--- src/rtl/serial_addsub_unit.sv ---
// Bit-serial adder/subtractor: one full-adder slice plus a carry flip-flop, LSB first.
// Add computes A+B+Cin; subtract computes B+~A+Cin (B-A when Cin=1). Results are modulo 2^WIDTH.
module serial_addsub_unit #(
    parameter int WIDTH = 4
) (
    input  logic             clk,
    input  logic             rst_n,
    input  logic             start,
    input  logic             sel,
    input  logic             Cin,
    input  logic [WIDTH-1:0] A,
    input  logic [WIDTH-1:0] B,
    output logic             busy,
    output logic             done,
    output logic [WIDTH-1:0] out,
    output logic             carry
);

    localparam int CW = (WIDTH > 1) ? $clog2(WIDTH) : 1;
    localparam logic [CW-1:0] LAST_BIT = CW'(WIDTH - 1);

    typedef enum logic [1:0] {
        S_IDLE,
        S_SHIFT,
        S_DONE
    } state_t;

    state_t state;
    state_t next_state;

    logic [WIDTH-1:0] a_sr;
    logic [WIDTH-1:0] b_sr;
    logic [WIDTH-1:0] res_sr;
    logic             c_ff;
    logic [CW-1:0]    cnt;
    logic             sum_bit;
    logic             cnext;

    assign sum_bit = a_sr[0] ^ b_sr[0] ^ c_ff;
    assign cnext   = (a_sr[0] & b_sr[0]) | (a_sr[0] & c_ff) | (b_sr[0] & c_ff);

    always_ff @(posedge clk or negedge rst_n) begin
        if (!rst_n) begin
            state <= S_IDLE;
        end else begin
            state <= next_state;
        end
    end

    always_comb begin
        next_state = state;
        case (state)
            S_IDLE:  if (start) next_state = S_SHIFT;
            S_SHIFT: if (cnt == LAST_BIT) next_state = S_DONE;
            S_DONE:  next_state = S_IDLE;
            default: next_state = S_IDLE;
        endcase
    end

    // Subtract mode stores ~A up front, so the shift loop is a plain adder either way.
    always_ff @(posedge clk or negedge rst_n) begin
        if (!rst_n) begin
            a_sr   <= '0;
            b_sr   <= '0;
            res_sr <= '0;
            c_ff   <= 1'b0;
            cnt    <= '0;
            busy   <= 1'b0;
            done   <= 1'b0;
            out    <= '0;
            carry  <= 1'b0;
        end else begin
            case (state)
                S_IDLE: begin
                    if (start) begin
                        a_sr <= sel ? ~A : A;
                        b_sr <= B;
                        c_ff <= Cin;
                        cnt  <= '0;
                        busy <= 1'b1;
                    end
                end
                S_SHIFT: begin
                    a_sr   <= a_sr >> 1;
                    b_sr   <= b_sr >> 1;
                    res_sr <= {sum_bit, res_sr[WIDTH-1:1]};
                    c_ff   <= cnext;
                    cnt    <= cnt + 1'b1;
                    if (cnt == LAST_BIT) begin
                        out   <= {sum_bit, res_sr[WIDTH-1:1]};
                        carry <= cnext;
                        busy  <= 1'b0;
                        done  <= 1'b1;
                    end
                end
                S_DONE: begin
                    done <= 1'b0;
                end
                default: begin
                    busy <= 1'b0;
                    done <= 1'b0;
                end
            endcase
        end
    end

endmodule

--- config.mk ---
export PLATFORM = sky130hd
export DESIGN_NAME = serial_addsub_unit
export DESIGN_NICKNAME = d
export VERILOG_FILES = /design/src/rtl/serial_addsub_unit.sv
export SDC_FILE = /design/constraint.sdc
export NUM_CORES = 1
export LEC_CHECK = 0
export CAP_MARGIN = 20
export CORE_MARGIN = 2
export CORE_UTILIZATION = 50
export DETAILED_ROUTE_END_ITERATION = 8
export MAX_ROUTING_LAYER = met4
export PLACE_DENSITY = 0.87
export SYNTH_ARGS = -nofsm -noshare
export SYNTH_HDL_FRONTEND = slang
export SYNTH_SLANG_ARGS = --single-unit
--- constraint.sdc ---
create_clock -name clk -period 3.2 [get_ports clk]
set_input_delay 0.32 -clock clk [delete_from_list [all_inputs] [get_ports clk]]
set_output_delay 0.32 -clock clk [all_outputs]
set_load 0.005 [all_outputs]
## Yosys cells after proc, flatten, opt, wreduce, memory -nomap -nowiden

Cells that the tools add are included.

- Reduce and logical (&&, ||, !) cells: 7
- Eq/ne operators: 5
- Shift-type cells: 0
- Muxes and demuxes: 17
- Bitwise gates (word level): 10
- Div/mod/pow operators: 0
- $lt $le $gt $ge: 0
- $add $sub $neg: 1
- Multipliers: 0

Operators by type and width:

| cell | count |
|---|---|
| one-hot mux 4 bit (2 select lines) | 2 |
| two-way mux 4 bit | 3 |
| one-hot mux 2 bit (2 select lines) | 2 |
| AND reduction 2 bit | 4 |
| two-way mux 2 bit | 3 |
| == test 2 bit, second input constant | 2 |
| two-way mux 1 bit | 4 |
| inequality test 2 bit, second input constant | 2 |
| NOT 4 bit | 1 |
| one-hot mux 1 bit (2 select lines) | 2 |
| bitwise AND 1 bit | 3 |
| one-hot mux 1 bit (3 select lines) | 1 |
| AND reduction 3 bit | 1 |
| adder 2 x 1 -> 2 bit, second input constant | 1 |
| == test 2 x 1 -> 1 bit, second input constant | 1 |
| logical NOT 2 bit | 1 |
| NOT 1 bit | 2 |
| OR 1 bit | 2 |
| nonzero test 2 bit | 1 |
| bitwise XOR 1 bit | 2 |

- Output and inout bits: 7
- Memories kept: 0
- Logic and storage cells: 50
- Bits in latches: 0
- Memory bits (read-only): 0
- Flip-flop bits (word level): 24
- RAM bits: 0

## Logic depth before layout (Yosys ltp)

Gate-level depths: netlist of the first run.

- Word-level depth: 4
- Mapped depth: 5
- Depth with buffers taken out: 4

## Worst setup path after synthesis of the first run

OpenSTA, ideal clock, no wires.

- Path kind: register to register
- Start point: register a_sr[0]
- End point: register out[3]
- Library setup time: 0.125 ns
- Data arrival time: 1.133 ns
- Stages on the path, launching flop included: 3
- Path slack: 1.942 ns
- Clock period less this slack: 1.258 ns
- Cells stage by stage: dfrtp_1 -> fa_1 -> mux2_4

- Longest elaborated chain between the ends: 2

RTL lines:

| what | line | source |
|---|---|---|
| from (decl) | 31 | `logic [WIDTH-1:0] a_sr;` |
| from (signal assigned) | 76 | `a_sr <= sel ? ~A : A;` |
| from (signal assigned) | 84 | `a_sr <= a_sr >> 1;` |
| bitwise XOR 1 bit (2 in series) | 39 | `assign sum_bit = a_sr[0] ^ b_sr[0] ^ c_ff;` |
| via sum_bit | 36 | `logic sum_bit;` |
| to (signal assigned) | 90 | `out <= {sum_bit, res_sr[WIDTH-1:1]};` |
| to (decl) | 15 | `output logic [WIDTH-1:0] out,` |

The timed path passes the listed nets, and every way through them passes these cells.
A chain may end at the register's enable or synchronous reset.

## Worst setup path after layout of the first run

- Start point: register state[1]
- End point: register out[0]

- Longest elaborated chain between the ends: 2

RTL lines:

| what | line | source |
|---|---|---|
| from (decl) | 28 | `state_t state;` |
| from (signal assigned) | 46 | `state <= next_state;` |
| == test 2 x 1 -> 1 bit | 73 | `case (state)` |
| AND reduction 2 bit (no source line) | n/a |  |

No other way between the ends.

==> results.txt, run 1 <==
* Number of vias after detailed routing: 746
- Synthesis produced a netlist with a net count of 111.
- Number of antenna violations at the first check in global routing: 0
- Share of synthesized registers carrying an async set or reset: 1.00
- Buffers inserted to repair hold after CTS numbered 0.
- Antenna diode instance count: 0
* Number of distinct library cells after synthesis: 22
- Post-detailed-placement half-perimeter wirelength: 1340 um
- Count of max-cap constraint violations: 0
- Most area-consuming cells after synthesis: sky130_fd_sc_hd__dfrtp_1, sky130_fd_sc_hd__a22oi_1, sky130_fd_sc_hd__mux2_4
- TritonCTS built the clock tree.
* Start of the worst register-to-register path: state[1]$_DFFE_PN0P_
- A synthesized cell averages 11.4 um^2.
- Aggregate global routing overflow: 0
- After synthesis the netlist holds a flip-flop and latch count of 23.
- In this run the remaining antenna-violating nets after routing total 0.
* DIE AREA: 0.00259 mm^2
* Die height: 50.8 um
* Critical Setup Path Class: register to register
- Longest individual stage delay on the worst path: 600 ps
* Overall power: 1.12 mW
* Die Width: 50.8 um
- For the worst-skew pair, the clock arrives at the later sink with an insertion delay of 300 ps.
* Crit-path cells: nor2b_4 > nand2_4 > mux2_4
* Static leakage: 0.635 nW
- Proportion of layout cells with a drive suffix above 1: 0.122
* Transition time at the pin with the least slew margin: 561 ps
- Starting density of the core: 0.543
- Routability-driven placement finished with a final weighted congestion of 0.786.
- Hold WC Path Type: input pin to asynchronous set/reset pin
- IR drop worst, VDD: 0.491 mV
- Area growth from synthesis to final layout: 21.2%
- In this run the critical register-to-register path is captured at out[0]$_DFFE_PN0P_.
* Buffers on Ports: 19
- Leading register cell type out of synthesis: sky130_fd_sc_hd__dfrtp_1
- The worst setup path is captured at a register.
- The number of buffers and inverters on the critical path is 0.
- PD cells: 839 mW/mm^2
- H-tree depth: 1
- Counting flops with a built-in enable in the synthesized netlist gives 0.
- Clock tree synthesis found a total of 23 sinks.
* Count of TritonRoute iterations in the first routing pass: 4
- Entering global routing, the biggest net connects 24 pins.
- Count of mapped cells out of synthesis: 96
- Crit path from: state[1]$_DFFE_PN0P_
- The via count of the first global-routing pass was 754.
* Area share of the largest cell type after synthesis: 0.525
- By instance count, the leading cell after synthesis is sky130_fd_sc_hd__dfrtp_1.
- The cell sitting at the root of the clock tree is a sky130_fd_sc_hd__clkbuf_4.
- In this run the cell area of the synthesized design comes to 0.00110 mm^2.
* Cell Rows: 16
* Synthesis warning total: 0
* Final clock period utilization by the worst path: 0.501
- Top-level I/O count: 20
- Setup repair after global routing left no endpoint under its margin.
- Area of the core region: 0.00202 mm^2
- The slowest stage of the critical path belongs to the cell sky130_fd_sc_hd__dfrtp_1.
* Number of gates given a new drive strength after cts: 0
* Final hold violations: 0
- Based on the critical path, the design can be clocked at up to 0.624 GHz.
- The first global-routing pass estimated 3310 um of wire.
- Part of the Yosys area used for sequential elements: 0.525
- Setup violations remaining at the end of the flow were counted as 0.
* Critical Path RT: 3400 ps
* Total track usage: 0.174
- Setup slack of the most critical reg-to-reg path: 1600 ps
* Number of max-slew violations in the final report: 0
- Summed over all failing endpoints, the final setup total negative slack is 0 ps.
* Capturing element of the worst setup path: out[0]$_DFFE_PN0P_
- DRT Wirelength: 1840 um
- NumNets Final: 131
* Outcome: finished clean
* Clk slew on worst S/H paths: 120 ps
* Post CTS Setup Buffer Count: 0
* Startpoint class of the critical path: register
- Biggest area consumer among synthesized cells: sky130_fd_sc_hd__dfrtp_1
- Number of buffers inserted during clock tree synthesis: 3
- Counting the fill cells in the layout gives 160.
- For this run, design rule violations remaining after detail routing come to 0.
* Critical path depth in cells: 3
- After layout, the minimum clock period comes to 1600 ps.
- Worst r2r path cells: 3
- Via density per instance: 5.25
* Most instantiated cells after synthesis: sky130_fd_sc_hd__dfrtp_1, sky130_fd_sc_hd__o21ai_0, sky130_fd_sc_hd__a22oi_1
* Buffer depth of the longest clock path: 2
- First DRT Iteration DRCs: 13
- STA puts the critical path data arrival time at 1800 ps.
- Dividing the detail-routed wire length by the instance count gives 13.0 um.
* Top Family by Delay on Critical Path: flip-flops
- Between clock sinks in the finished design, the worst skew comes to 6.09 ps.
- Maximum fanout encountered on the critical timing path: 17
* Rel. slew slack: 0.626
-- per-stage QoR --
stage | setup WS [ps] | std cells | instance area (um^2) | utilization | hold WS, ps
floorplan | 1940 | 96 | 1100 | - | 24.4
global route | 1500 | 142 | 1330 | 0.658 | 362
detailed placement | 1430 | 137 | 1290 | 0.637 | 495
global placement | 1500 | 137 | 1290 | 0.637 | 480
finish | 1600 | 142 | 1330 | 0.658 | 348
CTS | 1600 | 141 | 1320 | 0.650 | 523
-- where the power goes --
group	total [mW]	internal, mW	switching (mW)	leakage [nW]
sequential	0.535	0.419	0.115	0.289
combinational	0.451	0.271	0.180	0.331
clock	0.130	0.0485	0.0810	0.0150
total	1.12	0.739	0.377	0.635
-- worst min-delay path by stage --
stage                               start                  end  slack [ps]
finish                              rst_n  b_sr[0]$_DFFE_PN0P_         350
detailed placement  res_sr[1]$_DFFE_PN0P_   out[0]$_DFFE_PN0P_         490
global placement       cnt[0]$_DFFE_PN0P_   cnt[0]$_DFFE_PN0P_         480
CTS                 res_sr[1]$_DFFE_PN0P_   out[0]$_DFFE_PN0P_         520
global route                        rst_n     busy$_DFFE_PN0P_         360
floorplan                           rst_n  a_sr[0]$_DFFE_PN0P_          20
-- flip-flops by register name, summed over array words and instances, names as in the netlist --
name and count:
carry 1, b_sr 4, busy 1, state 2, c_ff 1, out 4, done 1, a_sr 4
res_sr 3, cnt 2
-- cell type report --
cell class	instances	area (um^2)	area share
Clock buffer	4	26.3	0.0198
Inverter	4	15.0	0.0113
Multi-Input combinational cell	64	474	0.357
Sequential cell	23	576	0.433
Tap cell	27	33.8	0.0254
Timing Repair Buffer	20	205	0.154
-- placed cells by master (no fill, tap or decap), drive strengths merged --
cell type / n
mux2i: 1
a21oi: 6
xor2: 4
a22oi: 10
ha: 1
dfrtp: 23
clkdlybuf4s50: 19
clkbuf: 4
fa: 1
nor2b: 3
and2b: 5
nor3b: 1
inv: 4
o21ai: 11
nor2: 4
mux2: 8
buf: 1
nand2: 9
-- layer usage --
metal	track usage	part of all wire	vias to the layer above	wire length, um
li1	-	-	368	-
met1	0.239	0.47	357	862
met2	0.270	0.48	21	886
met3	0.0351	0.050	0	92
met4	0.0405	0	0	0
met5	-	0	-	0
-- logic make-up after synthesis --
logic type               after synthesis  share of synthesized area
flip-flops                            23                      0.525
multiplexers                           9                      0.108
adder cells (fa/ha/maj)                2                     0.0296
AND/OR/NAND/NOR                       22                      0.116
AO/OA/AOI/OAI                         27                      0.146
XOR/XNOR                               4                     0.0319
buffers and inverters                  9                     0.0433
No activity file was read; power rests on OpenSTA's default activity.
==> run 2, diff against run 1 <==
Clock period 3.2 ns to 1.65 ns, I/O delays scaled along.
==> run 2 against run 1 <==
Worst hold slack worse by 160 ps. Design area up 1.8%. Via count up 7.5%. Non-clock buffer count up 4. Clock power up 99%. Sequential share of layout area down 0.76 points. Sequential power up 85%. First-iteration DRC count up 23%. Cell count up 2.8%. Count of clock-buffer cells in the layout down 1. Global-route usage up 0.46 points.
==> results.txt, run 2 (synthesized netlist as in run 1, its figures left out) <==
- The number of max-slew violations in the final report came to 0 (unchanged).
* Via density per instance: 5.49 (was 5.25)
- Count of nets left with antenna violations after detail routing: 0 (unchanged)
- The initial cell density of the core is 0.543 (unchanged).
- Outcome: finished clean (unchanged)
- Final TNS setup: 0 ps (unchanged)
- The total non-filler cell area in the finished layout was 0.00135 mm^2 (was 0.00133 mm^2).
* Area of combinational cells with multiple inputs: 474 um^2 (unchanged)
- Largest registers: a_sr x4, b_sr x4, out x4 (unchanged)
- Buffer depth of the longest clock path: 2 (unchanged)
- Hold WC Path Type: input pin to asynchronous set/reset pin (unchanged)
* Number of vias after detailed routing: 802 (was 746)
- The total of cells resized after clock tree synthesis is 0 (unchanged).
* Wire per inst: 13.4 um (was 13.0 um)
- The element type at the critical path end is a primary output (was register).
- Crit path from: busy$_DFFE_PN0P_ (was state[1]$_DFFE_PN0P_)
- Storage element area: 576 um^2 (unchanged)
- Count of TritonRoute iterations in the first routing pass: 6 (was 4)
- The total die area is 0.00259 mm^2 (unchanged).
- The critical path's top delay family was buffers and inverters (was flip-flops).
- The most frequent standard cell in the layout excluding fill and tap cells was sky130_fd_sc_hd__dfrtp_1 (unchanged).
- Number of buffers inserted during clock tree synthesis: 3 (unchanged)
- The port buffer count came to 19 (unchanged).
* Area of the core region: 0.00202 mm^2 (unchanged)
- First DRT Iteration DRCs: 16 (was 13)
- Cell Area, Placed: 0.00133 mm^2 (was 0.00129 mm^2)
* Clock tree from TritonCTS: built (unchanged)
- Finished Core Util: 0.670 (was 0.658)
- The fill cell instance count of the final layout came to 157 (was 160).
- Total track usage: 0.179 (was 0.174)
- Number of antenna violations at the first check in global routing: 0 (unchanged)
- Worst setup slack before clock tree synthesis: 193 ps (was 1430 ps)
* Overall power: 2.25 mW (was 1.12 mW)
* Number of buffer and inverter instances along the worst setup path: 1 (was 0)
- IR drop worst, VDD: 0.712 mV (was 0.491 mV)
* Shortest clock period the worst path allows after layout: 1390 ps
* RSZ-0062 raised after global routing: no (unchanged)
- Largest net degree at the start of global routing: 24 (unchanged)
- H-tree depth: 1 (unchanged)
* Start of the worst register-to-register path: a_sr[0]$_DFFE_PN0P_ (was state[1]$_DFFE_PN0P_)
* PD cells: 1660 mW/mm^2 (was 839 mW/mm^2)
- Cell chosen for the clock root: sky130_fd_sc_hd__clkbuf_4 (unchanged)
- The x dimension of the die is 50.8 um (unchanged).
- The clock skew after layout was 2.12 ps (was 6.09 ps).
* Clock latency reported for the late side of the worst-skew pair: 310 ps (was 300 ps)
- Number of placed cells counting well taps: 142 (was 137)
- Post-detailed-placement half-perimeter wirelength: 1430 um (was 1340 um)
- Worst endpoint data arrival time: 1230 ps (was 1800 ps)
- DRC: 0 (unchanged)
* Area growth from synthesis to final layout: 23.4% (was 21.2%)
* Cell Rows: 16 (unchanged)
- Dividing the final minimum period by the clock period gives 0.843.
- Most used cells in the layout excluding fill and tap cells: sky130_fd_sc_hd__dfrtp_1, sky130_fd_sc_hd__clkdlybuf4s50_1, sky130_fd_sc_hd__o21ai_0, sky130_fd_sc_hd__a22oi_1, sky130_fd_sc_hd__nand2_1 (unchanged).
- The startpoint-to-endpoint class of the critical path was register to primary output (was register to register).
* Worst hold margin: 192 ps (was 348 ps)
* Via count of the first global-routing pass: 819 (was 754)
* Clk slew on worst S/H paths: 120 ps (about the same)
- Min setup slack post-route: 259 ps (was 1600 ps)
- The wire length after detailed routing was 1960 um (was 1840 um).
* Die height: 50.8 um (unchanged)
- Global-route wire length before repair: 3390 um (was 3310 um)
- The I/O pin count came to 20 (unchanged).
- NumNets Final: 135 (was 131)
- Post CTS Setup Buffer Count: 0 (unchanged)
* Startpoint class of the critical path: register (unchanged)
- Antenna diode instance count: 0 (unchanged)
* Static leakage: 0.654 nW (was 0.635 nW)
- Final estimated routing congestion in global placement: 0.776 (was 0.786)
- The number of failing hold endpoints at the final stage was 0 (unchanged).
- Hold buffer count at CTS: 0 (unchanged)
- Highest clock rate: 0.719 GHz
* Crit-path cells: clkdlybuf4s50_1 (was nor2b_4 > nand2_4 > mux2_4)
- The total grt overflow is 0 (unchanged).
- The count of final setup violators was 0 (unchanged).
* Count of max-cap constraint violations: 0 (unchanged)
- Proportion of layout cells with a drive suffix above 1: 0.160 (was 0.122)
- Transition time at the pin with the least slew margin: 322 ps (was 561 ps)
- The cell with the biggest individual delay on the critical path is sky130_fd_sc_hd__clkdlybuf4s50_1 (was sky130_fd_sc_hd__dfrtp_1).
* Longest individual stage delay on the worst path: 520 ps (was 600 ps)
- The post-route non-filler standard cell count was 146 (was 142).
- The number of clock sinks seen by CTS came to 23 (unchanged).
- Critical Path RT: 1480 ps (was 3400 ps)
- The relative slew slack is 0.784 (was 0.626).
- Maximum fanout encountered on the critical timing path: 3 (was 17)
-- run 2: path summary, 6_finish.rpt --
path	to	slack, ps	cells after the start
worst min register to register	cnt[0]$_DFFE_PN0P_	520	1
max in group asynchronous	a_sr[2]$_DFFE_PN0P_	1240	2
worst max-delay path	busy	260	1
worst max register to register	res_sr[3]$_DFFE_PN0P_	310	2
min in group clk	b_sr[1]$_DFFE_PN0P_	460	3
worst min-delay path	b_sr[0]$_DFFE_PN0P_	190	2
-- run 2: where the power goes --
group	total, mW	internal, mW	leakage, nW	switching (mW)
clock network	0.259	0.0905	0.0177	0.168
registers	0.990	0.814	0.289	0.176
logic	1.00	0.574	0.348	0.427
total	2.25	1.48	0.654	0.772
-- run 2: routing by layer --
layer / part of all wire / GRT usage / wire length, um
met1: 0.43 / 0.198 / 844
met2: 0.50 / 0.325 / 988
met3: 0.052 / 0.0292 / 101
met4: 0.013 / 0.0631 / 26
met5: 0 / - / 0
-- run 2: cell type report --
class | instances | area share
clock buffers | 3 | 0.0166
clock inverters | 1 | 0.00370
inverters | 4 | 0.0111
multi-input cells | 64 | 0.350
flip-flops and latches | 23 | 0.425
well taps | 27 | 0.0250
repair buffers | 24 | 0.168
==> run 3, diff against run 2 <==
Settings changed: CORE_UTILIZATION 50 to 45, PLACE_DENSITY 0.87 to 0.83.
Clock period 1.65 ns to 1.2 ns, I/O delays scaled along.
==> run 3 against run 2 <==
The run now ends with negative setup slack left. Sequential power rose by 36%. Combinational power is 86% higher. Design area rose by 15%. Power increased by 58%. Largest cell class unchanged. Global-route usage is 0.46 points lower. Highest routed layer is now met3. Core utilization up 1.9 points. Die area is 10% higher.
==> results.txt, run 3 (synthesized netlist as in run 1, its figures left out) <==
* Largest registers: a_sr x4, b_sr x4, out x4 (unchanged)
- The max-cap check violation count was 0 (unchanged).
- Post-detailed-placement half-perimeter wirelength: 1510 um (was 1430 um)
- The number of antenna cells inserted came to 0 (unchanged).
* Die Width: 53.4 um (was 50.8 um)
- Shortest clock period the worst path allows after layout: 1270 ps
* Maximum fanout encountered on the critical timing path: 2 (was 3)
- The number of remaining DRC errors was 0 (unchanged).
- The relative slew slack was 0.802 (was 0.784).
- The switching share of power came to 0.324 (was 0.343).
- Dividing the final minimum period by the clock period gives 1.06.
* Startpoint class of the critical path: register (unchanged)
- The layout net count came to 156 (was 135).
* Crit-path cells: fa_2 > mux2_4 (was clkdlybuf4s50_1)
* Worst setup slack before clock tree synthesis: -151 ps (was 193 ps)
* Number of vias after detailed routing: 835 (was 802)
- Sinks on Clock Net: 23 (unchanged)
- The clock skew after layout came to 9.02 ps (was 2.12 ps).
* Top-level I/O count: 20 (unchanged)
- Proportion of layout cells with a drive suffix above 1: 0.314 (was 0.160)
- The combinational group share of total power was 0.524 (was 0.445).
- Die height: 53.4 um (was 50.8 um)
- Outcome: finished with violations (was finished clean)
- Finished Core Util: 0.688 (was 0.670)
- The initial cell density of the core was 0.487 (was 0.543).
- RSZ-0062 raised after global routing: yes (was no)
* Top Family by Delay on Critical Path: adder cells (was buffers and inverters)
- The number of failing hold endpoints at the final stage was 0 (unchanged).
- Clock latency reported for the late side of the worst-skew pair: 300 ps (was 310 ps)
- Via density per instance: 4.97 (was 5.49)
* Min setup slack post-route: -71.3 ps (was 259 ps)
- Hold WC Path Type: input pin to asynchronous set/reset pin (unchanged)
- The arrival time of the worst setup path came to 1470 ps (was 1230 ps).
- The largest vdd supply drop is 1.13 mV (was 0.712 mV).
- The maximum buffer depth of the clock tree came to 2 (unchanged).
- Internal power: 2.40 mW (was 1.48 mW)
- The cell depth of the worst setup path was 2 (was 1).
- Critical Path RT: 1400 ps (was 1480 ps)
- Count of nets left with antenna violations after detail routing: 0 (unchanged)
- The synthesis-to-layout area growth came to 41.4% (was 23.4%).
- Final setup violation count: 6 (was 0)
* Total track usage: 0.174 (was 0.179)
- Cell chosen for the clock root: sky130_fd_sc_hd__clkbuf_4 (unchanged)
* Number of antenna violations at the first check in global routing: 0 (unchanged)
* Slowest CP cell: sky130_fd_sc_hd__fa_2 (was sky130_fd_sc_hd__clkdlybuf4s50_1)
- DIE AREA: 0.00285 mm^2 (was 0.00259 mm^2)
* Net Switching: 1.15 mW (was 772 uW)
- Worst r2r path cells: 2 (unchanged)
- Transition time at the pin with the least slew margin: 297 ps (was 322 ps)
* Number of max-slew violations in the final report: 0 (unchanged)
- The first-pass iteration count of the detailed router came to 4 (was 6).
- Aggregate global routing overflow: 0 (unchanged)
- PD cells: 2290 mW/mm^2 (was 1660 mW/mm^2)
- The fill cell instance count of the final layout was 177 (was 157).
* Wire per inst: 12.1 um (was 13.4 um)
* Number of buffers inserted during clock tree synthesis: 3 (unchanged)
- The reported leakage power was 0.789 nW (was 0.654 nW).
* Hold buffer count at CTS: 0 (unchanged)
- Nature of the critical path endpoint: register (was primary output)
- DRT Wirelength: 2030 um (was 1960 um)
- Global-route wire length before repair: 3620 um (was 3390 um)
* Cell Rows: 17 (was 16)
- Clk slew on worst S/H paths: 130 ps (was 120 ps)
- The routability-driven placement congestion ratio was 0.784 (was 0.776).
* Area of the core region: 0.00225 mm^2 (was 0.00202 mm^2)
- Commonest non-fill, non-tap cell in the layout: sky130_fd_sc_hd__buf_4 (was sky130_fd_sc_hd__dfrtp_1)
- Based on the critical path, the design can be clocked at up to 0.787 GHz.
- Via count of the first global-routing pass: 866 (was 819)
- H-tree depth: 1 (unchanged)
- First DRT Iteration DRCs: 15 (was 16)
- Violated checks: negative setup slack
* Most used cells in the layout excluding fill and tap cells: sky130_fd_sc_hd__buf_4, sky130_fd_sc_hd__dfrtp_1, sky130_fd_sc_hd__clkdlybuf4s50_1, sky130_fd_sc_hd__a22oi_1, sky130_fd_sc_hd__nand2_1 (was sky130_fd_sc_hd__dfrtp_1, sky130_fd_sc_hd__clkdlybuf4s50_1, sky130_fd_sc_hd__o21ai_0, sky130_fd_sc_hd__a22oi_1, sky130_fd_sc_hd__nand2_1)
- The number of buffers and inverters on the critical path is 0 (was 1).
* Critical Setup Path Class: register to register (was register to primary output)
- The worst stage delay on the critical path came to 470 ps (was 520 ps).
* Sequential share of power: 0.379 (was 0.440)
- The pin count of the biggest net entering global routing is 24 (unchanged).
- The port buffer count was 19 (unchanged).
* Clock tree from TritonCTS: built (unchanged)
- Clock network power share: 0.097 (was 0.115)
==> run 3: changes by cell type in the layout (fill, tap and decap cells not counted), moves of 5 or more <==
cell | before | now
sky130_fd_sc_hd__o21ai_1 | 0 | 5
sky130_fd_sc_hd__dlygate4sd2_1 | 0 | 7
sky130_fd_sc_hd__clkdlybuf4s50_1 | 19 | 12
sky130_fd_sc_hd__buf_4 | 5 | 23
sky130_fd_sc_hd__o21ai_0 | 11 | 6
==> run 3: cell type report <==
class	instances	area (um^2)	area share
Multi-Input combinational cell	64	502	0.323
Inverter	4	15.0	0.00968
Timing Repair Buffer	45	397	0.256
Tap cell	28	35.0	0.0226
Sequential cell	23	577	0.372
Clock buffer	4	26.3	0.0169
==> run 3: power by group through the flow <==
stage / registers, mW / logic [mW] / clock network, mW
3_3_place_gp: 1.34 / 1.55 / 0
5_1_grt: 1.39 / 2.06 / 0.407
4_1_cts: 1.34 / 1.67 / 0.368
3_5_place_dp: 1.37 / 1.60 / 0
2_1_floorplan: 1.32 / 0.946 / 0
6_report: 1.35 / 1.86 / 0.346
==> run 3: final timing paths <==
check                                   start              endpoint  slack, ps
setup / recovery             c_ff$_DFFE_PN0P_    out[3]$_DFFE_PN0P_        -70
hold / removal                          rst_n    out[2]$_DFFE_PN0P_        150
hold reg to reg            out[0]$_DFFE_PN0P_    out[0]$_DFFE_PN0P_        520
max in group asynchronous               rst_n  state[1]$_DFFE_PN0P_        790
min in group clk                         B[3]   b_sr[3]$_DFFE_PN0P_        430
setup reg to reg             c_ff$_DFFE_PN0P_    out[3]$_DFFE_PN0P_        -70
==> run 3: what timing repair did <==
item / 4_1_cts / 5_1_grt
endpoints found under the hold margin: 0 / 0
resized for setup: 9 / 12
setup endpoints to repair: 16 / 13
pin swaps: 2 / 3
setup buffers: 6 / 2
gates cloned: 0 / 0
==> run 3: stage by stage <==
stage	total power [mW]	instance area [um^2]	TNS, ps	hold WS [ps]	cells
after detailed placement	2.97	1430	-1420	492	156
final	3.55	1550	-168	152	168
after global placement	2.90	1430	-853	488	156
after CTS	3.37	1490	-256	154	166
after global routing	3.86	1550	-466	193	168
after floorplan	2.27	1100	-70.1	-176	96
==> run 3: per-layer routing <==
layer  share of wire  global-route usage  vias to the layer above  routed length [um]
met4               0              0.0171                        0                   0
li1                -                   -                      420                   -
met5               0                   -                        -                   0
met2            0.52               0.315                       15                1060
met3           0.035              0.0254                        0                  71
met1            0.44               0.211                      400                 902
